--- config.mk ---
export PLATFORM = sky130hd
export DESIGN_NAME = change_event_sequencer_flat
export DESIGN_NICKNAME = d
export VERILOG_FILES = /design/src/rtl/change_event_sequencer_if.sv /design/src/rtl/change_event_sequencer.sv /design/src/flat_wrapper.sv
export SDC_FILE = /design/constraint.sdc
export NUM_CORES = 1
export LEC_CHECK = 0
export BUFFER_PORTS_ARGS = -buffer_cell sky130_fd_sc_hd__buf_2
export CAP_MARGIN = 20
export CORE_AREA = 2 2 109 111
export CTS_BUF_LIST = sky130_fd_sc_hd__clkbuf_4
export CTS_CLUSTER_DIAMETER = 50
export DETAILED_ROUTE_END_ITERATION = 10
export DIE_AREA = 0 0 111 113
export PLACE_DENSITY = 0.49
export SLEW_MARGIN = 10
export SYNTH_ARGS = -nofsm -noshare
export SYNTH_HDL_FRONTEND = slang
export SYNTH_SLANG_ARGS = --single-unit
--- constraint.sdc ---
create_clock -name clk -period 3.6 [get_ports clk]
set_input_delay 1.08 -clock clk [delete_from_list [all_inputs] [get_ports clk]]
set_output_delay 1.08 -clock clk [all_outputs]
set_load 0.02 [all_outputs]
--- src/rtl/change_event_sequencer_if.sv ---
// Script-entry write handshake between a host (master) and change_event_sequencer (slave).
interface change_event_sequencer_if #(
    parameter int W     = 2,
    parameter int DLY_W = 8
) ();
    logic             wr_valid;
    logic             wr_ready;
    logic [W-1:0]     wr_a;
    logic [W-1:0]     wr_b;
    logic [DLY_W-1:0] wr_dly;

    modport master (output wr_valid, output wr_a, output wr_b, output wr_dly, input wr_ready);
    modport slave  (input wr_valid, input wr_a, input wr_b, input wr_dly, output wr_ready);
endinterface

--- src/rtl/change_event_sequencer.sv ---
// Plays a host-loaded (a, b, delay) script onto two registered buses and flags per-bus changes.
// Define SEQ_TIMESTAMP_EN to stamp each event with a free-running 16-bit cycle count.
module change_event_sequencer #(
    parameter int W     = 2,
    parameter int DLY_W = 8,
    parameter int DEPTH = 4
) (
    input  logic                    clk,
    input  logic                    rst,
    change_event_sequencer_if.slave wr,
    input  logic                    start_i,
    output logic [W-1:0]            a_out_o,
    output logic [W-1:0]            b_out_o,
    output logic                    ev_valid_o,
    output logic [1:0]              ev_mask_o,
    output logic                    busy_o,
    output logic                    done_o,
    output logic [7:0]              nochg_cnt_o,
    output logic [15:0]             ev_time_o
);
    localparam int AW = $clog2(DEPTH);

    typedef enum logic [1:0] {
        S_IDLE,
        S_LOAD,
        S_WAIT,
        S_APPLY
    } state_e;

    typedef struct packed {
        logic [W-1:0]     a;
        logic [W-1:0]     b;
        logic [DLY_W-1:0] dly;
    } entry_t;

    state_e           state_q, state_d;
    entry_t           mem_q [DEPTH];
    logic [AW:0]      wr_ptr_q, rd_ptr_q;
    logic             full, empty, push, pop;
    entry_t           head;

    logic [W-1:0]     cur_a_q, cur_a_d;
    logic [W-1:0]     cur_b_q, cur_b_d;
    logic [DLY_W-1:0] cnt_q, cnt_d;
    logic [W-1:0]     a_q, a_d;
    logic [W-1:0]     b_q, b_d;
    logic             ev_valid_q, ev_valid_d;
    logic [1:0]       ev_mask_q, ev_mask_d;
    logic             done_q, done_d;
    logic [7:0]       nochg_q, nochg_d;
    logic             first_q, first_d;
    logic [15:0]      ev_time_q, ev_time_d;
    logic [1:0]       mask;
    logic [15:0]      stamp;

    // Occupancy is the registered pointer difference, so a pop in this cycle frees space only next cycle.
    assign empty       = (wr_ptr_q == rd_ptr_q);
    assign full        = (wr_ptr_q[AW-1:0] == rd_ptr_q[AW-1:0]) && (wr_ptr_q[AW] != rd_ptr_q[AW]);
    assign push        = wr.wr_valid && !full;
    assign pop         = (state_q == S_LOAD);
    assign wr.wr_ready = !full;
    assign head        = mem_q[rd_ptr_q[AW-1:0]];

    always_ff @(posedge clk) begin
        if (rst) begin
            wr_ptr_q <= '0;
            rd_ptr_q <= '0;
        end else begin
            if (push) wr_ptr_q <= wr_ptr_q + (AW+1)'(1);
            if (pop)  rd_ptr_q <= rd_ptr_q + (AW+1)'(1);
        end
    end

    // NOTE: storage is not reset; the pointers alone define which slots hold valid entries.
    always_ff @(posedge clk) begin
        if (push) mem_q[wr_ptr_q[AW-1:0]] <= {wr.wr_a, wr.wr_b, wr.wr_dly};
    end

`ifdef SEQ_TIMESTAMP_EN
    logic [15:0] ts_q;

    always_ff @(posedge clk) begin
        if (rst) ts_q <= '0;
        else     ts_q <= ts_q + 16'd1;
    end

    assign stamp = ts_q;
`else
    assign stamp = '0;
`endif

    // The first applied entry after reset leaves an undefined bus state, so both buses count as changed.
    assign mask = first_q ? 2'b11 : {cur_b_q != b_q, cur_a_q != a_q};

    // NOTE: every _d gets its hold value first so no path through the case can infer a latch.
    always_comb begin
        state_d    = state_q;
        cur_a_d    = cur_a_q;
        cur_b_d    = cur_b_q;
        cnt_d      = cnt_q;
        a_d        = a_q;
        b_d        = b_q;
        ev_valid_d = 1'b0;
        ev_mask_d  = 2'b00;
        done_d     = 1'b0;
        nochg_d    = nochg_q;
        first_d    = first_q;
        ev_time_d  = ev_time_q;

        unique case (state_q)
            S_IDLE: begin
                if (start_i && !empty) state_d = S_LOAD;
            end
            S_LOAD: begin
                cur_a_d = head.a;
                cur_b_d = head.b;
                cnt_d   = head.dly;
                state_d = (head.dly == '0) ? S_APPLY : S_WAIT;
            end
            S_WAIT: begin
                cnt_d = cnt_q - DLY_W'(1);
                if (cnt_q == DLY_W'(1)) state_d = S_APPLY;
            end
            S_APPLY: begin
                a_d        = cur_a_q;
                b_d        = cur_b_q;
                first_d    = 1'b0;
                ev_valid_d = (mask != 2'b00);
                ev_mask_d  = mask;
                if (mask == 2'b00) begin
                    if (nochg_q != 8'hFF) nochg_d = nochg_q + 8'd1;
                end else begin
                    ev_time_d = stamp;
                end
                // An entry pushed during this cycle is not yet visible in the registered empty flag.
                if (empty) begin
                    state_d = S_IDLE;
                    done_d  = 1'b1;
                end else begin
                    state_d = S_LOAD;
                end
            end
            default: state_d = S_IDLE;
        endcase
    end

    // NOTE: state registers use non-blocking assignment so every flop samples pre-edge values.
    always_ff @(posedge clk) begin
        if (rst) begin
            state_q    <= S_IDLE;
            cur_a_q    <= '0;
            cur_b_q    <= '0;
            cnt_q      <= '0;
            a_q        <= '0;
            b_q        <= '0;
            ev_valid_q <= 1'b0;
            ev_mask_q  <= 2'b00;
            done_q     <= 1'b0;
            nochg_q    <= '0;
            first_q    <= 1'b1;
            ev_time_q  <= '0;
        end else begin
            state_q    <= state_d;
            cur_a_q    <= cur_a_d;
            cur_b_q    <= cur_b_d;
            cnt_q      <= cnt_d;
            a_q        <= a_d;
            b_q        <= b_d;
            ev_valid_q <= ev_valid_d;
            ev_mask_q  <= ev_mask_d;
            done_q     <= done_d;
            nochg_q    <= nochg_d;
            first_q    <= first_d;
            ev_time_q  <= ev_time_d;
        end
    end

    assign a_out_o     = a_q;
    assign b_out_o     = b_q;
    assign ev_valid_o  = ev_valid_q;
    assign ev_mask_o   = ev_mask_q;
    assign busy_o      = (state_q != S_IDLE);
    assign done_o      = done_q;
    assign nochg_cnt_o = nochg_q;
    assign ev_time_o   = ev_time_q;

endmodule

--- src/flat_wrapper.sv ---
// flat-port wrapper written by rule: the top's interface ports become plain ports
module change_event_sequencer_flat 
#(
    parameter int W     = 2,
    parameter int DLY_W = 8,
    parameter int DEPTH = 4
)
  (clk, rst, start_i, a_out_o, b_out_o, ev_valid_o, ev_mask_o, busy_o, done_o, nochg_cnt_o, ev_time_o, wr_wr_valid, wr_wr_a, wr_wr_b, wr_wr_dly, wr_wr_ready);
  change_event_sequencer_if #(.W(W), .DLY_W(DLY_W)) wr_i ();
  input  logic clk;
  input  logic rst;
  input  logic start_i;
  output logic [W-1:0] a_out_o;
  output logic [W-1:0] b_out_o;
  output logic ev_valid_o;
  output logic [1:0] ev_mask_o;
  output logic busy_o;
  output logic done_o;
  output logic [7:0] nochg_cnt_o;
  output logic [15:0] ev_time_o;
  input wire logic [$bits(wr_i.wr_valid)-1:0] wr_wr_valid;
  input wire logic [$bits(wr_i.wr_a)-1:0] wr_wr_a;
  input wire logic [$bits(wr_i.wr_b)-1:0] wr_wr_b;
  input wire logic [$bits(wr_i.wr_dly)-1:0] wr_wr_dly;
  output wire logic [$bits(wr_i.wr_ready)-1:0] wr_wr_ready;
  assign wr_i.wr_valid = wr_wr_valid;
  assign wr_i.wr_a = wr_wr_a;
  assign wr_i.wr_b = wr_wr_b;
  assign wr_i.wr_dly = wr_wr_dly;
  assign wr_wr_ready = wr_i.wr_ready;
  change_event_sequencer #(.W(W), .DLY_W(DLY_W), .DEPTH(DEPTH)) u_core (.clk(clk), .rst(rst), .wr(wr_i), .start_i(start_i), .a_out_o(a_out_o), .b_out_o(b_out_o), .ev_valid_o(ev_valid_o), .ev_mask_o(ev_mask_o), .busy_o(busy_o), .done_o(done_o), .nochg_cnt_o(nochg_cnt_o), .ev_time_o(ev_time_o));
endmodule
Word-level counts from Yosys, hierarchy flattened
Memory sizes are Yosys's and may differ from the RTL's. A register that Yosys moved wholly into a read port is not among the register bits.
Cells that the tools add are included.
- register bits after elaboration: 37
- bits in writable memories: 48
- bits of input ports: 16
- output and inout bits: 34
- word-level logic and storage cells: 57
- memories kept: 1
- memory list (name ; depth ; width ; read ports ; clocked after Yosys merged registers in ; wr ports ; line ; text):
    u_core.mem_q ; 4 ; 12 ; 1 ; 1 ; 1 ; change_event_sequencer.sv:37 ; entry_t mem_q [DEPTH];
- add/subtract/negate cells: 4
- eq/ne operators: 12
- multiplexer cells: 12
- bitwise gates (word level): 1
- reductions and logical operators: 14
- operators by type and width (operator ; number):
    8-bit one-hot mux with 2 select lines ; 1
    2-bit two-way mux ; 5
    8-bit by 1-bit adder with 8-bit output, second input constant ; 1
    8-bit by 1-bit == test with 1-bit output, second input constant ; 1
    8-bit zero test ; 1
    8-bit inequality test, second input constant ; 1
    2-bit one-hot mux with 4 select lines ; 1
    8-bit by 1-bit subtractor with 8-bit output, second input constant ; 1
    3-bit by 1-bit adder with 3-bit output, second input constant ; 2
    2-bit nonzero test ; 3
    1-bit two-way mux ; 5
    2-bit == test, second input constant ; 2
    2-bit zero test ; 2
    2-bit by 1-bit inequality test with 1-bit output, second input constant ; 2
    2-bit inequality test ; 2
    3-bit == test ; 1
    1-bit logical AND ; 3
    3-bit AND reduction ; 1
    2-bit by 1-bit == test with 1-bit output, second input constant ; 1
    2-bit == test ; 1
    1-bit zero test ; 2
    2-bit AND reduction ; 1
    2-bit OR reduction ; 1
    1-bit inequality test ; 1
    1-bit NOT ; 1

Depth between registers and ports, before layout
- word-level depth: 6
- depth in mapped cells: 8
- mapped depth without buffers: 7

Worst setup path after synthesis
No wires, ideal clock.
- kind: in2reg
- from: input wr_wr_valid
- to: memory u_core.mem_q[3][0] (netlist name), enable pin
- setup time: 363 ps
- arrival: 1882 ps
- data required time: 3237 ps
- path slack: 1355 ps
- stages on the path: 3
- path buffers: 0
- cell sequence: inv_1 a31oi_1 and2_1
- longest elaborated chain between the ends: 3
- RTL lines (what ; line ; text):
    from (decl) ; flat_wrapper.sv:21 ; input wire logic [$bits(wr_i.wr_valid)-1:0] wr_wr_valid;
    1-bit logical AND ; change_event_sequencer.sv:59 ; assign push = wr.wr_valid && !full;
    1-bit two-way mux ; change_event_sequencer.sv:76 ; if (push) mem_q[wr_ptr_q[AW-1:0]] <= {wr.wr_a, wr.wr_b, wr.wr_dly};
    1-bit two-way mux (implied by the code) ; change_event_sequencer.sv:76 ;
    to (decl) ; change_event_sequencer.sv:37 ;
No other way between the ends.

Worst setup path after layout
- from: register u_core.state_q[0]
- to: output busy_o
- longest elaborated chain between the ends: 1
- RTL lines (what ; line ; text):
    from (decl) ; change_event_sequencer.sv:36 ; state_e state_q, state_d;
    from (signal assigned) ; change_event_sequencer.sv:163 ; state_q <= state_d;
    2-bit nonzero test ; change_event_sequencer.sv:182 ; assign busy_o = (state_q != S_IDLE);
    to (decl) ; flat_wrapper.sv:17 ; output logic busy_o;
No other way between the ends.

==> impl_results.md <==
* Pin count of the biggest net entering global routing at 37
* Worst Setup Start Kind: register
* FF+latch count, synth at 87
* Worst Path Max Fanout at 4
* Int Power at 1.744 mW
* PortBufs at 33
* First-pass GRT wire length at 11.60 mm
* Routability cong. at 0.7180
* Critical Path AT at 1450 ps
* DRC at 0
* Crit Path Class: reg2out
* Placed cell count at 466
* Hold endpoint: u_core.cnt_q[5]$_SDFFE_PP0P_
* Area Overhead vs Synth at 8.950%
* Drt pass-1 iters at 4
* Worst Tran Pin Value at 833.2 ps
* Number of synthesized flops with an enable pin at 48
* Via count at 2,293
* Die area at 12,540 µm²
* Count of final hold-check violations at 0
* CTS Sinks at 87
* ANT cells at 0
* Unrepaired setup endpoints after global routing: false
* Max rail drop VDD at 0.2552 mV
* Initial antenna violation count at 0
* Vias in the first global route at 2,228
* Clock skew at 15.95 ps
* Slew margin rel. at 0.4438
* Initial DRC Count at 116
* Net switching power at 0.8962 mW
* Setup TNS Final at 0 ps
* Final HPWL DP at 4.746 mm
* Final worst-path cycle share at 0.7035
* Sw Share at 0.3394
* Ys Warns at 0
* Total CTS buffers at 9
* Final wirelength at 6.926 mm
* CTS tree: done
* Detail Route Antenna Nets at 0
* # rows at 39
* Fillcell total at 1,110
* Max-slew violation count at 0
* Layout cells sized above 1 at 0.1976
* Sequential area share after synthesis at 0.5718
* Yosys cell types at 51
* Total congestion overflow at 0
* Root Buffer: clkbuf_4
* Routed WL per cell at 14.37 µm
* R2R depth at 4
* H-tree Lvls at 3
* Clock Pin Slew Worst Setup and Hold Paths at 120 ps
* Setup bufs post-CTS at 0
* WHS Path Cells at 2
* CP endpoint kind: output port
* Cts repair resizes at 0
* Status: complete, no violations
* HP Class: reg2reg
* Async S/R FF share, synth at 0
* Worst-Skew Late Latency at 430 ps
* Core Box Area at 11,270 µm²
* Net count reported at finish at 363
* Final setup viols at 0
* Critical Path RT at 2520 ps
* Max-cap violations at 0
* Hold_sp: u_core.cnt_q[5]$_SDFFE_PP0P_
* Die height at 113 µm
* Clock Power Share at 0.208
* Cells after Synth at 303
* Gate power share at 0.300
* PwrDens at 623.6 nW/µm²
* Synth Cell Area at 3886 µm²
* Flop pwr share at 0.492
* Non-Filler Instances at 482
* Die Width at 111 µm
* Syn Area/Cell at 12.83 µm²
* Num ports at 50
* Vias per cell at 4.757
* R2r endpoint: u_core.state_q[0]$_SDFFE_PP0P_
* CTS Hold Bufs at 0
* GR Util All Layers at 0.1189
* Max Freq at 394.9 MHz
* Pleak at 1.544 nW
* Clk buf depth at 2
* Crit path time final at 2532 ps
* Reg2reg setup slack at 1250 ps
* Top FF cell, synth: edfxtp_1
* Initial Utilization at 0.3448
power groups by stage:
stage	registers, mW	clock network [mW]	logic [mW]
2_1_floorplan	1.26	0	0.716
3_3_place_gp	1.32	0	0.793
3_5_place_dp	1.33	0	0.796
4_1_cts	1.30	0.577	0.799
5_1_grt	1.32	0.616	0.886
6_report	1.30	0.549	0.792
Yosys cell counts (all sizes together), types with 2 or more instances:
master | n | area (µm²)
and2 | 5 | 31.28
dfxtp | 39 | 780.8
nand3b | 2 | 15.01
o21ai | 12 | 60.05
nand4 | 4 | 25.02
nor3 | 5 | 30.03
a2111oi | 2 | 36.29
o22ai | 2 | 12.51
buf | 21 | 167.7
a31oi | 2 | 12.51
nand2b | 2 | 12.51
a211oi | 3 | 22.52
a22oi | 3 | 22.52
xor2 | 10 | 87.58
nor2 | 30 | 112.6
nand2 | 16 | 60.06
inv | 11 | 41.29
edfxtp | 48 | 1441
mux4 | 11 | 259.0
ha | 13 | 162.7
or4 | 2 | 18.77
nor4 | 3 | 40.04
clkbuf | 7 | 26.28
or3 | 3 | 18.77
mux2i | 14 | 140.1
a21oi | 9 | 45.04
nand3 | 8 | 45.04
xnor2 | 6 | 52.55
area by class of cell:
cell class / instances / area [µm²] / share of cell area
clock inverters: 5 / 58.81 / 0.01389
repair buffers: 33 / 165.2 / 0.03901
multi-input cells: 192 / 1485 / 0.3508
well taps: 143 / 178.9 / 0.04226
inverters: 11 / 41.29 / 0.009752
flip-flops and latches: 87 / 2222 / 0.5248
clock buffers: 11 / 82.58 / 0.01950
layout by cell type, fill, tap and decap left out, types with 6 or more instances in the layout:
master,count
nand3_1,7
xor2_1,10
nor2_1,30
mux2i_1,14
o21ai_1,7
edfxtp_1,48
nand2_1,16
clkbuf_4,11
ha_1,13
inv_1,10
a21oi_1,9
dfxtp_1,39
mux4_2,8
conb_1,16
xnor2_1,6
buf_2,33
critical path, cell delays in order, from the launching register on:
cell	delay, ps
dfxtp_1	390
inv_1	110
ha_1	240
inv_1	110
buf_2	190
layer usage:
metal	track usage	vias up	wire length, µm
li1	-	1130	-
met3	0.03856	11	303
met5	0	-	0
met2	0.1922	58	3227
met1	0.1487	1094	3267
met4	0.04750	0	127
kinds of logic after synthesis:
kind of cell / after synthesis / synth area share
flip-flops: 87 / 0.5718
AND/OR/NAND/NOR: 85 / 0.1198
buffers and inverters: 39 / 0.06053
AO/OA/AOI/OAI: 37 / 0.06632
multiplexers: 25 / 0.1027
XOR/XNOR: 16 / 0.03606
adder cells (fa/ha/maj): 13 / 0.04186
other: 1 / 0.0009649
how the worst max path moves through the flow:
stage,start,endpoint,cells past startpoint
floorplan,wr_wr_valid,u_core.mem_q[3][0]$_DFFE_PP_,3
global placement,wr_wr_valid,u_core.wr_ptr_q[2]$_SDFFE_PP0P_,6
detailed placement,wr_wr_valid,u_core.mem_q[2][6]$_DFFE_PP_,4
CTS,u_core.state_q[0]$_SDFFE_PP0P_,busy_o,4
global route,u_core.state_q[0]$_SDFFE_PP0P_,busy_o,4
finish,u_core.state_q[0]$_SDFFE_PP0P_,busy_o,4
flip-flops by register name, summed over array words and instances, names as in the netlist, named ones only:
signal,flops
u_core.nochg_cnt_o,8
u_core.wr_ptr_q,3
u_core.done_o,1
u_core.first_q,1
u_core.state_q,2
u_core.b_out_o,2
u_core.cur_b_q,2
u_core.rd_ptr_q,3
u_core.ev_valid_o,1
u_core.cnt_q,8
u_core.ev_mask_o,2
u_core.mem_q,48
u_core.cur_a_q,2
u_core.a_out_o,2
per-stage QoR:
step / hold slack, ps / util / power (mW) / instance area (µm²) / setup WS, ps
final: 498.7 / 0.3756 / 2.640 / 4234 / 1068
after global routing: 547.3 / 0.3756 / 2.826 / 4234 / 932.3
after CTS: 505.2 / 0.3756 / 2.681 / 4234 / 1020
after detailed placement: 489.1 / 0.3631 / 2.123 / 4093 / 924.5
after global placement: 483.6 / 0.3631 / 2.117 / 4093 / 972.1
after floorplan: 462.9 / - / 1.978 / 3943 / 1355
Note: power is estimated with default switching activity, not from simulation.
